## src/rtl/usb_defs_pkg.sv

```systemverilog
// Shared USB packet definitions for the packet router: PID codes, router states
// and PID class helpers.
package usb_defs_pkg;

  localparam logic [3:0] PID_OUT   = 4'b0001;
  localparam logic [3:0] PID_IN    = 4'b1001;
  localparam logic [3:0] PID_SETUP = 4'b1101;
  localparam logic [3:0] PID_DATA0 = 4'b0011;
  localparam logic [3:0] PID_DATA1 = 4'b1011;
  localparam logic [3:0] PID_ACK   = 4'b0010;
  localparam logic [3:0] PID_NAK   = 4'b1010;
  localparam logic [3:0] PID_STALL = 4'b1110;

  typedef enum logic [2:0] {
    ST_IDLE,
    ST_WAIT_DATA,
    ST_RX_DATA,
    ST_RX_RESP,
    ST_TX_DATA,
    ST_WAIT_ACK
  } state_t;

  function automatic logic is_token(input logic [3:0] pid);
    return (pid == PID_OUT) || (pid == PID_IN) || (pid == PID_SETUP);
  endfunction

  function automatic logic is_data(input logic [3:0] pid);
    return (pid == PID_DATA0) || (pid == PID_DATA1);
  endfunction

endpackage

```

## src/rtl/usb_toggle_bank.sv

```systemverilog
// Per-endpoint DATA0/DATA1 toggle bits for the receive and transmit directions.
// Clear wins over set, set wins over flip.
module usb_toggle_bank #(
  parameter int unsigned NUM_EP = 4
) (
  input  logic              clk,
  input  logic              rst_n,
  input  logic [NUM_EP-1:0] clr,
  input  logic [NUM_EP-1:0] rx_set,
  input  logic [NUM_EP-1:0] tx_set,
  input  logic [NUM_EP-1:0] rx_flip,
  input  logic [NUM_EP-1:0] tx_flip,
  output logic [NUM_EP-1:0] rx_tog,
  output logic [NUM_EP-1:0] tx_tog
);

  always_ff @(posedge clk or negedge rst_n) begin
    if (!rst_n) begin
      rx_tog <= '0;
      tx_tog <= '0;
    end else begin
      rx_tog <= ((rx_tog ^ rx_flip) | rx_set) & ~clr;
      tx_tog <= ((tx_tog ^ tx_flip) | tx_set) & ~clr;
    end
  end

endmodule

```

## src/rtl/usb_pkt_router.sv

```systemverilog
// Routes host token/data/handshake packets to NUM_EP endpoint engines with
// address filtering, data toggle tracking and ACK/NAK/STALL generation.
module usb_pkt_router
  import usb_defs_pkg::*;
#(
  parameter int unsigned NUM_EP  = 4,
  parameter int unsigned MAX_PKT = 64,
  parameter int unsigned LEN_W   = 16,
  parameter int unsigned TIMEOUT = 32
) (
  input  logic                    clk,
  input  logic                    rst_n,
  input  logic [6:0]              dev_addr,
  input  logic [NUM_EP-1:0]       ep_stall,
  input  logic                    host_pkt_valid,
  input  logic [3:0]              host_pid,
  input  logic [6:0]              host_addr,
  input  logic [3:0]              host_ep,
  input  logic [7:0]              host_data,
  input  logic                    host_data_valid,
  input  logic [LEN_W-1:0]        host_data_len,
  input  logic                    host_crc_err,
  output logic [NUM_EP-1:0]       ep_rx_sel,
  output logic [3:0]              ep_rx_pid,
  output logic [7:0]              ep_rx_data,
  output logic                    ep_rx_data_valid,
  input  logic [NUM_EP-1:0]       ep_rx_ready,
  output logic                    ep_rx_commit,
  output logic                    ep_rx_abort,
  input  logic [NUM_EP-1:0]       ep_tx_req,
  input  logic [NUM_EP*LEN_W-1:0] ep_tx_len,
  input  logic [NUM_EP*8-1:0]     ep_tx_data,
  output logic [NUM_EP-1:0]       ep_tx_rd,
  output logic [NUM_EP-1:0]       ep_tx_done,
  output logic [NUM_EP-1:0]       ep_tx_fail,
  output logic                    host_tx_valid,
  output logic [3:0]              host_tx_pid,
  output logic [7:0]              host_tx_data,
  output logic [LEN_W-1:0]        host_tx_len,
  output logic                    host_tx_last,
  output logic                    busy
);

  localparam int unsigned TM_W = $clog2(TIMEOUT + 1);

  state_t            state;
  logic [NUM_EP-1:0] cur_sel;
  logic [3:0]        rx_data_pid;
  logic [LEN_W-1:0]  rx_len;
  logic [LEN_W-1:0]  tx_len;
  logic [LEN_W-1:0]  cnt;
  logic [TM_W-1:0]   timer;
  logic              crc_q;

  logic [NUM_EP-1:0] rx_tog, tx_tog;
  logic [NUM_EP-1:0] tog_clr_c, rx_flip_c, tx_flip_c;
  logic [NUM_EP-1:0] tok_sel_c, mux_sel_c;
  logic              tok_ok_c, timeout_c, rx_good_c;
  logic              sel_stall_c, sel_ready_c, sel_tx_req_c, sel_rx_tog_c, sel_tx_tog_c;
  logic [LEN_W-1:0]  sel_tx_len_c;
  logic [7:0]        sel_tx_data_c;

  usb_toggle_bank #(.NUM_EP(NUM_EP)) u_toggle_bank (
    .clk     (clk),
    .rst_n   (rst_n),
    .clr     (tog_clr_c),
    .rx_set  ('0),
    .tx_set  ('0),
    .rx_flip (rx_flip_c),
    .tx_flip (tx_flip_c),
    .rx_tog  (rx_tog),
    .tx_tog  (tx_tog)
  );

  // Endpoint selection: the incoming token in IDLE, otherwise the latched endpoint.
  always_comb begin
    tok_sel_c     = NUM_EP'(1) << host_ep;
    tok_ok_c      = host_pkt_valid && is_token(host_pid) && (host_addr == dev_addr) &&
                    (5'(host_ep) < 5'(NUM_EP));
    mux_sel_c     = (state == ST_IDLE) ? tok_sel_c : cur_sel;
    sel_stall_c   = |(ep_stall & mux_sel_c);
    sel_ready_c   = |(ep_rx_ready & mux_sel_c);
    sel_tx_req_c  = |(ep_tx_req & mux_sel_c);
    sel_rx_tog_c  = |(rx_tog & mux_sel_c);
    sel_tx_tog_c  = |(tx_tog & mux_sel_c);
    sel_tx_len_c  = '0;
    sel_tx_data_c = '0;
    for (int i = 0; i < NUM_EP; i++) begin
      if (mux_sel_c[i]) begin
        sel_tx_len_c  = sel_tx_len_c | ep_tx_len[i*LEN_W +: LEN_W];
        sel_tx_data_c = sel_tx_data_c | ep_tx_data[i*8 +: 8];
      end
    end
    timeout_c = (timer == TM_W'(TIMEOUT - 1));
    rx_good_c = !crc_q && !(sel_stall_c && (ep_rx_pid != PID_SETUP)) && sel_ready_c &&
                ((rx_data_pid == PID_DATA1) == sel_rx_tog_c);
  end

  // Toggle updates land on the same edge as the matching commit/done pulse.
  always_comb begin
    tog_clr_c = '0;
    rx_flip_c = '0;
    tx_flip_c = '0;
    if (state == ST_IDLE && tok_ok_c && host_pid == PID_SETUP) tog_clr_c = tok_sel_c;
    if (state == ST_RX_RESP && rx_good_c) rx_flip_c = cur_sel;
    if (state == ST_WAIT_ACK && host_pkt_valid && host_pid == PID_ACK) tx_flip_c = cur_sel;
  end

  // FWFT byte passes straight through so the pop and the presented byte share a cycle.
  assign host_tx_data = (|ep_tx_rd) ? sel_tx_data_c : 8'h00;
  assign busy         = (state != ST_IDLE);

  always_ff @(posedge clk or negedge rst_n) begin
    if (!rst_n) begin
      state            <= ST_IDLE;
      cur_sel          <= '0;
      rx_data_pid      <= '0;
      rx_len           <= '0;
      tx_len           <= '0;
      cnt              <= '0;
      timer            <= '0;
      crc_q            <= 1'b0;
      ep_rx_sel        <= '0;
      ep_rx_pid        <= '0;
      ep_rx_data       <= '0;
      ep_rx_data_valid <= 1'b0;
      ep_rx_commit     <= 1'b0;
      ep_rx_abort      <= 1'b0;
      ep_tx_rd         <= '0;
      ep_tx_done       <= '0;
      ep_tx_fail       <= '0;
      host_tx_valid    <= 1'b0;
      host_tx_pid      <= '0;
      host_tx_len      <= '0;
      host_tx_last     <= 1'b0;
    end else begin
      ep_rx_data_valid <= 1'b0;
      ep_rx_commit     <= 1'b0;
      ep_rx_abort      <= 1'b0;
      ep_tx_rd         <= '0;
      ep_tx_done       <= '0;
      ep_tx_fail       <= '0;
      host_tx_valid    <= 1'b0;
      host_tx_pid      <= '0;
      host_tx_len      <= '0;
      host_tx_last     <= 1'b0;
      if (timer != '1) timer <= timer + TM_W'(1);

      case (state)
        ST_IDLE: begin
          ep_rx_sel <= '0;
          ep_rx_pid <= '0;
          timer     <= '0;
          cnt       <= '0;
          if (tok_ok_c) begin
            cur_sel <= tok_sel_c;
            if (host_pid == PID_IN) begin
              if (sel_stall_c) begin
                host_tx_valid <= 1'b1;
                host_tx_pid   <= PID_STALL;
                host_tx_last  <= 1'b1;
              end else if (!sel_tx_req_c) begin
                host_tx_valid <= 1'b1;
                host_tx_pid   <= PID_NAK;
                host_tx_last  <= 1'b1;
              end else begin
                tx_len <= sel_tx_len_c;
                state  <= ST_TX_DATA;
              end
            end else begin
              ep_rx_sel <= tok_sel_c;
              ep_rx_pid <= host_pid;
              state     <= ST_WAIT_DATA;
            end
          end
        end

        ST_WAIT_DATA: begin
          if (host_pkt_valid) begin
            if (is_data(host_pid)) begin
              rx_data_pid <= host_pid;
              rx_len      <= host_data_len;
              cnt         <= '0;
              timer       <= '0;
              if (host_data_len == '0) begin
                crc_q <= host_crc_err;
                state <= ST_RX_RESP;
              end else begin
                state <= ST_RX_DATA;
              end
            end else begin
              ep_rx_abort <= 1'b1;
              state       <= ST_IDLE;
            end
          end else if (timeout_c) begin
            ep_rx_abort <= 1'b1;
            state       <= ST_IDLE;
          end
        end

        // Oversized packets are dropped silently; a stalled byte stream also times out.
        ST_RX_DATA: begin
          if (rx_len > LEN_W'(MAX_PKT)) begin
            ep_rx_abort <= 1'b1;
            state       <= ST_IDLE;
          end else if (host_data_valid) begin
            ep_rx_data_valid <= 1'b1;
            ep_rx_data       <= host_data;
            cnt              <= cnt + LEN_W'(1);
            timer            <= '0;
            if (cnt + LEN_W'(1) == rx_len) begin
              crc_q <= host_crc_err;
              state <= ST_RX_RESP;
            end
          end else if (timeout_c) begin
            ep_rx_abort <= 1'b1;
            state       <= ST_IDLE;
          end
        end

        ST_RX_RESP: begin
          state <= ST_IDLE;
          if (crc_q) begin
            ep_rx_abort <= 1'b1;
          end else if (sel_stall_c && ep_rx_pid != PID_SETUP) begin
            host_tx_valid <= 1'b1;
            host_tx_pid   <= PID_STALL;
            host_tx_last  <= 1'b1;
            ep_rx_abort   <= 1'b1;
          end else if (!sel_ready_c) begin
            host_tx_valid <= 1'b1;
            host_tx_pid   <= PID_NAK;
            host_tx_last  <= 1'b1;
            ep_rx_abort   <= 1'b1;
          end else begin
            host_tx_valid <= 1'b1;
            host_tx_pid   <= PID_ACK;
            host_tx_last  <= 1'b1;
            ep_rx_commit  <= rx_good_c;
            ep_rx_abort   <= !rx_good_c;
          end
        end

        ST_TX_DATA: begin
          host_tx_valid <= 1'b1;
          host_tx_pid   <= sel_tx_tog_c ? PID_DATA1 : PID_DATA0;
          host_tx_len   <= tx_len;
          timer         <= '0;
          if (tx_len == '0) begin
            host_tx_last <= 1'b1;
            state        <= ST_WAIT_ACK;
          end else begin
            ep_tx_rd <= cur_sel;
            cnt      <= cnt + LEN_W'(1);
            if (cnt == tx_len - LEN_W'(1)) begin
              host_tx_last <= 1'b1;
              state        <= ST_WAIT_ACK;
            end
          end
        end

        ST_WAIT_ACK: begin
          if (host_pkt_valid) begin
            state <= ST_IDLE;
            if (host_pid == PID_ACK) ep_tx_done <= cur_sel;
            else                     ep_tx_fail <= cur_sel;
          end else if (timeout_c) begin
            ep_tx_fail <= cur_sel;
            state      <= ST_IDLE;
          end
        end

        default: state <= ST_IDLE;
      endcase
    end
  end

endmodule

```

## config.mk

```make
export PLATFORM = sky130hd
export DESIGN_NAME = usb_pkt_router
export DESIGN_NICKNAME = d
export VERILOG_FILES = /design/src/rtl/usb_defs_pkg.sv /design/src/rtl/usb_toggle_bank.sv /design/src/rtl/usb_pkt_router.sv
export SDC_FILE = /design/constraint.sdc
export NUM_CORES = 1
export LEC_CHECK = 0
export ABC_AREA = 1
export BUFFER_PORTS_ARGS = -buffer_cell sky130_fd_sc_hd__buf_2
export CAP_MARGIN = 20
export CORE_MARGIN = 5
export CORE_UTILIZATION = 45
export DETAILED_ROUTE_END_ITERATION = 10
export PLACE_DENSITY = 0.83
export SETUP_SLACK_MARGIN = 0.05
export SLEW_MARGIN = 5
export SYNTH_ARGS = -nofsm -noshare
export SYNTH_HDL_FRONTEND = slang
export SYNTH_SLANG_ARGS = --single-unit
```

## constraint.sdc

```tcl
create_clock -name clk -period 4.9 [get_ports clk]
set_input_delay 0.98 -clock clk [delete_from_list [all_inputs] [get_ports clk]]
set_output_delay 0.98 -clock clk [all_outputs]
set_load 0.005 [all_outputs]
```

==> metrics.txt, run 1 <==
ranking of synthesized cells by area dfrtp_1 (41%), nand2_1 (15%), inv_1 (6.7%), nor2_1 (5.9%), nand3_1 (5.7%); multi-input logic area 3780 um^2; Die Span Y 140 um; clk_skew 0.0116 ns; Detailed Routing Iterations Pass 1 6; vias per inst 5.33; Adder-Cell Fraction of Synth Area 0.659%; Iter 0 DRT Violations 776; Top Family by Delay on Critical Path buffers and inverters; critical path class in -> out; die width 140 um; simple-gate share of the synthesized area 33.5%; initial antenna violation count 0; commonest non-fill, non-tap cells in the layout nand2_1 (310), buf_2 (219), inv_1 (135); syn_area_per_cell 7.25 um^2; total CTS buffers 17; FF-to-FF setup slack 1.96 ns; synthesis-to-finish area growth 25.4%; Tcrit/Tclk final 70.1%; Design Power 3.72 mW; run status finished clean; post-cts resize count 0; Levels on crit path 9; Synth cell types 46; Max Cap Viol 0; xor-xnor portion of the synthesized cell area 4.51%; Netlist Area Pre-Place 7600 um^2; Synth Area in Compound Gates 11.1%; Seq. cell area 3150 um^2; Mapped Nets 1211; flops & latches, synth 126; HPWL after DPL 18100 um; GRT Residual Overflow 0; max-slew violation count 0; Data arrival, critical path 2.45 ns; layout cells sized above 1 23.2%; clock tree sinks 126; GPL Wtd Cong 0.935; IO buf count 220; crit path launch type input port; Crit Path Max Fanout 27; fin nets 1428; count of final hold-check violations 0; crit path time final 3.43 ns; CTS tree done; largest family of logic cells by synthesized area simple AND/OR/NAND/NOR gates; wire per inst 15.9 um; total core area 16600 um^2; Lkg Pwr 4.98 nW; leading cell type in the layout, fill and taps excluded nand2_1; multiplexer share of the synthesized area 0%; GRT met1 Usage 30.7%; crit path cell chain buf_2 > nor2_1 > nand2_1 > nand2_1 > nand2_2 > inv_2 > nand2_1 > a41oi_1 > buf_2; Max stage delay on crit path 0.38 ns; global-route wire length before repair 38900 um; critical path endpoint category output pin; hold slack final 0.474 ns; Synth Warn # 0; fraction of registers with async set/reset 100%; FILL cells 1537; post-CTS setup buffer count 0; setup TNS 0 ns; pin count of the biggest net entering global routing 63; worst reg2reg path depth 14; row cnt 47; Worst Path Buf+Inv 3; Yosys top cell area share 41.5%; pwr/cell area 391 nW/um^2; peak supply drop 0.293 mV; htree depth 4; Skew-Pair Late Insertion Delay 0.42 ns; clk root buf clkbuf_16; drt drc 0; detailed-route via count 7979; final WL 23800 um; Detail Route Antenna Nets 0; number of global-route vias before repair 7982; Final Cell Area 9530 um^2; CP dominant cell by count nand2_1; Reg clk slew, reported paths 0.05 ns; data required time at the worst endpoint 3.92 ns; Most Used Layer, Global Route met2; Global Route met2 Usage 40.4%; slowest CP cell inv_2; RSZ-0062 raised after global routing false; Synth Flop Type dfrtp_1; # IOs 221; clk buf depth 2; Worst-Margin Slew 1.00 ns; Seq/Total Area, Yosys 41.5%; starting density of the core 45.8%; final setup vio count 0; GRT Util Overall 24.3%; Hold Crit Depth 2; Die Footprint 19600 um^2; Rel. slew slack 33.2%; hold_buf cts 0; worst hold path class reg -> reg; Max Freq 291 MHz; GR Util met3 5.39%; Mapped Cells 1048; leading area contributor after synthesis dfrtp_1; antenna cells 0; Post-synth EDFFs 0; dpl cell area 8880 um^2
-- final cells by class --
type | instances | area share (%)
flip-flops and latches | 126 | 33.1
multi-input cells | 753 | 39.7
clock buffers | 20 | 4.79
inverters | 144 | 5.73
repair buffers | 223 | 11.8
clock inverters | 12 | 1.93
well taps | 220 | 2.89
-- metrics by stage --
step	util (%)	setup WS, ns	std cells
6_report	57.4	1.47	1498
2_1_floorplan	-	1.89	1048
3_5_place_dp	53.6	1.49	1466
5_1_grt	57.4	1.22	1498
4_1_cts	57.4	1.49	1498
3_3_place_gp	53.6	1.52	1466
-- power breakdown --
group	internal, mW	switching (mW)	total (mW)
clock network	0.883	0.484	1.37
logic	0.381	0.752	1.13
registers	1.14	0.0879	1.22
-- worst min-delay path, cell delays in order (launching register included) --
cell and delay, ns:
dfrtp_1 0.33, nand2_1 0.05, nand2_1 0.06
-- logic make-up after synthesis --
family	Yosys count
compound gates	123
xor+xnor	36
fa+ha+maj	4
buf+inv	169
flops	126
simple gates	590
-- Yosys cell counts, types with 3 or more instances --
master and n:
a41oi_1 8, a221oi_1 16, buf_1 3, a21oi_1 10, nor3_1 17, nor2_1 120
o21ai_0 40, inv_1 135, buf_2 5, o22ai_1 9, o211ai_1 3, dfrtp_1 126
o21ai_1 19, o22ai_2 8, nand3_1 86, nor4_2 3, clkbuf_1 14, nand4_1 22
nand2_2 5, ha_1 4, nand3b_1 5, xnor2_1 13, nor4_1 7, inv_2 8
xor2_1 21, nand2_1 310
-- per-layer routing --
metal  routed length, um  vias to the layer above
met5                   0                        -
met4                 718                        0
met3                1560                       65
met2               11700                      327
met1                9820                     3756
li1                    -                     3831
-- final timing paths --
kind / startpoint / to
max: host_ep[0] / host_tx_data[0]
min: ep_rx_data[4]$_DFFE_PN0P_ / ep_rx_data[4]$_DFFE_PN0P_
max reg2reg: state[0]$_DFFE_PN0P_ / tx_len[6]$_DFFE_PN0P_
min reg2reg: ep_rx_data[4]$_DFFE_PN0P_ / ep_rx_data[4]$_DFFE_PN0P_
max in group asynchronous: rst_n / ep_rx_data[1]$_DFFE_PN0P_
min in group asynchronous: rst_n / host_tx_len[12]$_DFF_PN0_
-- state kept, by name, indices dropped and copies added, names as in the netlist --
name and count:
host_tx_len 16, ep_rx_commit 1, ep_rx_sel 4, cur_sel 4, ep_rx_abort 1, cnt 16
ep_tx_fail 4, host_tx_last 1, ep_rx_pid 4, ep_tx_rd 4, host_tx_pid 4, ep_rx_data 8
timer 6, crc_q 1, ep_tx_done 4, ep_rx_data_valid 1, u_toggle_bank.rx_tog 4, rx_data_pid 4
u_toggle_bank.tx_tog 4, rx_len 16, tx_len 16, state 3
(Power assumes the default switching activity.)
==> run 2: changes to the inputs <==
==> constraint.sdc (replaced) <==
create_clock -name clk -period 3.35 [get_ports clk]
set_input_delay 0.67 -clock clk [delete_from_list [all_inputs] [get_ports clk]]
set_output_delay 0.67 -clock clk [all_outputs]
set_load 0.005 [all_outputs]
==> run 2 against run 1 <==
- critical path depth decreased by 2
- hold slack got worse by 0.087 ns
- clock power increased by 67%
- critical endpoint is now host_tx_data[6]
- global-route usage shrank 0.46 points
- clock skew hardly changed
- sequential cell count stayed put
==> metrics.txt, run 2 (same netlist as run 1, synthesis figures left out) <==
Reg power frac 31.2% (-1.6 points); clk buf depth 2 (unchanged); synthesis-to-finish area growth 27.2%; drt drc 0 (unchanged); Max Cap Viol 0 (unchanged); RSZ-0062 raised after global routing false; layout cells sized above 1 23.6% (+0.42 points); pin count of the biggest net entering global routing 76 (+21%); Worst-Margin Slew 0.968 ns (-0.0326 ns); number of global-route vias before repair 7647 (-4.2%); crit path launch type flop; Detailed Routing Iterations Pass 1 8 (+2); commonest non-fill, non-tap cells in the layout nand2_1 (310), buf_2 (219), inv_1 (135); antenna cells 0 (unchanged); setup TNS 0 ns (unchanged); Skew-Pair Late Insertion Delay 0.43 ns (about the same); final setup vio count 0 (unchanged); critical path class reg -> out; critical path endpoint category output pin; Design Power 5.75 mW (+54%); data required time at the worst endpoint 2.68 ns (-1.24 ns); clk_skew 0.0117 ns (+0.0000947 ns); post-CTS setup buffer count 0 (unchanged); initial antenna violation count 0 (unchanged); GPL Wtd Cong 0.944 (+0.98%); wire per inst 15.6 um (-1.8%); leading cell type in the layout, fill and taps excluded nand2_1; Data arrival, critical path 2.45 ns (about the same); Detail Route Antenna Nets 0 (unchanged); hold_buf cts 0 (unchanged); starting density of the core 45.8% (unchanged); total CTS buffers 17 (unchanged); htree depth 4 (unchanged); global-route wire length before repair 37900 um (-2.5%); post-cts resize count 0 (unchanged); # IOs 221 (unchanged); clock tree sinks 126 (unchanged); clk root buf clkbuf_16; Final Cell Area 9660 um^2 (+1.4%); fin nets 1435 (+0.49%); total core area 16600 um^2 (unchanged); die width 140 um (unchanged); HPWL after DPL 17800 um (-1.7%); count of final hold-check violations 0 (unchanged); worst hold path class in -> async; Iter 0 DRT Violations 746 (-3.9%); pwr/cell area 595 nW/um^2 (+52%); Rel. slew slack 35.5% (+2.3 points); Int Pwr 3.80 mW (+59%); Max Freq 321 MHz; final WL 23400 um (-1.4%); Crit Path Max Fanout 27 (unchanged); max-slew violation count 0 (unchanged); detailed-route via count 7870 (-1.4%); Die Span Y 140 um (unchanged); Cells after DPL 1473 (+0.48%); IO buf count 220 (unchanged); Tcrit/Tclk final 93.0%; switch share 33.8% (-1.8 points); peak supply drop 0.401 mV (+37%); Reg clk slew, reported paths 0.06 ns (about the same); Clk pwr share 39.8% (+3.1 points); GRT Util Overall 23.8% (-0.46 points); switching power 1.94 mW (+47%); run status finished clean; vias per inst 5.23 (-1.8%); Lkg Pwr 5.05 nW (+1.5%); row cnt 47 (unchanged); Die Footprint 19600 um^2 (unchanged); Comb power frac 29.0% (-1.4 points); final std cells w/o fill 1505 (+0.47%); CTS tree done; GRT Residual Overflow 0 (unchanged); dpl cell area 8940 um^2 (+0.59%); crit path time final 3.12 ns
-- run 2: changes by cell type in the layout (fill, tap and decap cells not counted), sizes merged --
cell,before,now
clkinvlp,2,1
clkinv,4,2
bufinv,4,8
buf,223,230
clkbuf,20,19
-- run 2: power by group through the flow --
| stage | clock network [mW] | logic [mW] | registers, mW |
|---|---|---|---|
| 3_3_place_gp | 0 | 1.60 | 1.82 |
| 4_1_cts | 2.31 | 1.65 | 1.79 |
| 5_1_grt | 2.38 | 1.85 | 1.81 |
| 6_report | 2.29 | 1.66 | 1.79 |
| 3_5_place_dp | 0 | 1.64 | 1.82 |
| 2_1_floorplan | 0 | 1.19 | 1.78 |
-- run 2: through the flow --
step / hold WS [ns] / utilization [%] / setup WS, ns
floorplan: 0.374 / - / 0.957
global placement: 0.452 / 53.9 / 0.466
detailed placement: 0.451 / 53.9 / 0.335
CTS: 0.425 / 58.3 / 0.286
global route: 0.438 / 58.3 / 0.0713
finish: 0.387 / 58.3 / 0.234
-- run 2: area by class of cell --
class                           instances  area [um^2]
Fill cell                            1512         6920
Multi-Input combinational cell        753         3780
Sequential cell                       126         3150
Timing Repair Buffer                  230         1180
Inverter                              144          546
Clock buffer                           19          443
Clock inverter                         13          283
Tap cell                              220          275
-- run 2: critical path: stages, from the launching register on --
cell     delay (ns)
dfrtp_1        0.44
inv_2          0.10
nand2_4        0.20
inv_6          0.12
o21ai_4        0.62
nand2_1        0.17
a41oi_1        0.21
buf_2          0.15
-- run 2: path summary, 6_finish.rpt --
kind / startpoint / endpoint / slack [ns] / cells past startpoint
max: state[2]$_DFFE_PN0P_ / host_tx_data[6] / 0.23 / 7
min: rst_n / host_tx_len[10]$_DFF_PN0_ / 0.39 / 1
max reg2reg: state[0]$_DFFE_PN0P_ / tx_len[1]$_DFFE_PN0P_ / 0.33 / 14
min reg2reg: rx_data_pid[0]$_DFFE_PN0P_ / rx_data_pid[0]$_DFFE_PN0P_ / 0.46 / 2
max in group asynchronous: rst_n / ep_rx_pid[3]$_DFFE_PN0P_ / 2.07 / 2
min in group clk: host_data[0] / ep_rx_data[0]$_DFFE_PN0P_ / 0.43 / 3
-- run 2: routing by layer --
layer	part of all wire, %	global-route usage, %
met5	0	0
met3	7.3	6.37
met2	49	39.0
met4	2.9	8.41
met1	41	30.7
==> run 3: changes to the inputs <==
--- a/config.mk
+++ b/config.mk
@@ -8,10 +8,13 @@
 export ABC_AREA = 1
 export BUFFER_PORTS_ARGS = -buffer_cell sky130_fd_sc_hd__buf_2
 export CAP_MARGIN = 20
+export CELL_PAD_IN_SITES_DETAIL_PLACEMENT = 1
+export CELL_PAD_IN_SITES_GLOBAL_PLACEMENT = 1
 export CORE_MARGIN = 5
-export CORE_UTILIZATION = 45
+export CORE_UTILIZATION = 38
+export CTS_BUF_LIST = sky130_fd_sc_hd__clkbuf_8
 export DETAILED_ROUTE_END_ITERATION = 10
-export PLACE_DENSITY = 0.83
+export PLACE_DENSITY = 0.95
 export SETUP_SLACK_MARGIN = 0.05
 export SLEW_MARGIN = 5
 export SYNTH_ARGS = -nofsm -noshare
==> run 3 against run 2 <==
- global-route usage increased by 0.72 points
- utilization decreased by 10 points
- hold slack got worse by 0.16 ns
- die area increased by 17%
- critical path depth unchanged
- cell count increased by 2.9%
- sequential power about the same
- register-to-register slack improved by 0.03 ns
- wire length increased by 17%
- first-iteration DRC count decreased by 26%
- fmax about the same
- largest cell class unchanged
- largest power group is now registers
- highest routed layer unchanged
==> metrics.txt, run 3 (same netlist as run 1, synthesis figures left out) <==
run status finished clean; GRT Residual Overflow 0 (unchanged); Max Freq 321 MHz (about the same); total CTS buffers 17 (unchanged); final setup margin 0.235 ns (+0.000374 ns); RSZ-0062 raised after global routing false; peak supply drop 0.260 mV (-35%); pwr/cell area 515 nW/um^2 (-13%); hold_buf cts 0 (unchanged); post-cts resize count 0 (unchanged); data required time at the worst endpoint 2.68 ns (about the same); clk_skew 0.0160 ns (+0.00432 ns); antenna cells 0 (unchanged); post-CTS setup buffer count 0 (unchanged); number of global-route vias before repair 8719 (+14%); commonest non-fill, non-tap cells in the layout nand2_1 (310), buf_2 (219), inv_1 (137); Comb power frac 36.5% (+7.5 points); clock tree sinks 126 (unchanged); crit path launch type flop; leading cell type in the layout, fill and taps excluded nand2_1; vias per inst 5.24 (+0.17%); die width 151 um (+8.2%); hold slack final 0.224 ns (-0.163 ns); wire per inst 17.7 um (+14%); total core area 19600 um^2 (+18%); Rel. slew slack 38.0% (+2.5 points); htree depth 4 (unchanged); # IOs 221 (unchanged); critical path class reg -> out; Tcrit/Tclk final 93.0% (about the same); initial antenna violation count 0 (unchanged); final WL 27500 um (+17%); Detailed Routing Iterations Pass 1 5 (-3); Lkg Pwr 4.90 nW (-3.0%); IO buf count 220 (unchanged); Clk pwr share 26.3% (-13 points); Crit Path Max Fanout 27 (unchanged); Reg clk slew, reported paths 0.08 ns (+0.02 ns); drt drc 0 (unchanged); switch share 40.5% (+6.7 points); detailed-route via count 8114 (+3.1%); count of final hold-check violations 0 (unchanged); critical path endpoint category output pin; GPL Wtd Cong 0.918 (-2.8%); Skew-Pair Late Insertion Delay 0.46 ns (+0.03 ns); setup TNS 0 ns (unchanged); crit path time final 3.12 ns (-0.000374 ns); max-slew violation count 0 (unchanged); layout cells sized above 1 23.4% (-0.14 points); Data arrival, critical path 2.45 ns (about the same); Int Pwr 2.87 mW (-24%); pre-CTS WS 0.282 ns (-0.0529 ns); Reg power frac 37.3% (+6.1 points); Worst-Margin Slew 0.930 ns (-0.0375 ns); Detail Route Antenna Nets 0 (unchanged); HPWL after DPL 21400 um (+20%); pin count of the biggest net entering global routing 80 (+5.3%); final std cells w/o fill 1549 (+2.9%); starting density of the core 38.8% (-7.0 points); Cells after DPL 1518 (+3.1%); clk buf depth 2 (unchanged); final setup vio count 0 (unchanged); Max Cap Viol 0 (unchanged); CTS tree done; global-route wire length before repair 44300 um (+17%); synthesis-to-finish area growth 23.4%; worst hold path class in -> async; Die Footprint 22900 um^2 (+17%); Die Span Y 151 um (+8.2%); row cnt 51 (+8.5%); switching power 1.96 mW (+0.84%); fin nets 1435 (unchanged); Iter 0 DRT Violations 551 (-26%); clk root buf clkbuf_8; GRT Util Overall 24.6% (+0.72 points)
## run 3: cell types whose count changed in the layout (fill, tap and decap cells not counted)
cell,before,now
inv_6,3,2
clkinv_2,0,3
clkinvlp_4,1,2
clkbuf_16,17,0
inv_1,135,137
bufinv_16,8,1
clkbuf_8,1,20
buf_12,0,1
clkbuf_1,1,0
buf_4,11,10
## run 3: area by class of cell
type / count / area [um^2]
clock inverters: 11 / 93.8
inverters: 144 / 546
fillers: 2564 / 10200
repair buffers: 230 / 1190
multi-input cells: 753 / 3780
clock buffers: 20 / 275
well taps: 265 / 332
flip-flops and latches: 126 / 3150
## run 3: worst paths after layout
kind	from	endpoint	slack, ns	cells after the start
max in group asynchronous	rst_n	rx_len[11]$_DFFE_PN0P_	2.25	2
min in group clk	host_data[3]	ep_rx_data[3]$_DFFE_PN0P_	0.42	3
min	rst_n	host_tx_len[10]$_DFF_PN0_	0.22	1
max reg2reg	state[0]$_DFFE_PN0P_	tx_len[6]$_DFFE_PN0P_	0.36	14
min reg2reg	ep_rx_data[2]$_DFFE_PN0P_	ep_rx_data[2]$_DFFE_PN0P_	0.49	2
max	state[2]$_DFFE_PN0P_	host_tx_data[3]	0.23	7
## run 3: critical path, stage by stage, from the launching register on
cell and delay, ns:
dfrtp_1 0.45, inv_2 0.09, nand2_4 0.20, inv_6 0.11, o21ai_4 0.60, nand2_1 0.15
a41oi_1 0.22, buf_2 0.15
## run 3: power groups by stage
stage | clock, mW | sequential, mW | combinational [mW]
finish | 1.27 | 1.80 | 1.76
global route | 1.35 | 1.81 | 1.96
CTS | 1.29 | 1.80 | 1.75
detailed placement | 0 | 1.82 | 1.72
global placement | 0 | 1.81 | 1.66
floorplan | 0 | 1.78 | 1.19
## run 3: layer usage
metal | part of all wire [%] | GRT usage (%) | wire (um)
met5 | 0 | 0 | 0
met4 | 2.2 | 7.43 | 598
met3 | 4.4 | 4.70 | 1220
met2 | 53 | 44.8 | 14400
met1 | 41 | 29.1 | 11200
## run 3: per-stage QoR
stage                     total power [mW]  instance area [um^2]  util [%]
final                                 4.83                  9380      47.9
after global routing                  5.12                  9380      47.9
after CTS                             4.84                  9380      47.9
after detailed placement              3.54                  9010      46.0
after global placement                3.48                  9010      46.0
after floorplan                       2.96                  7600         -
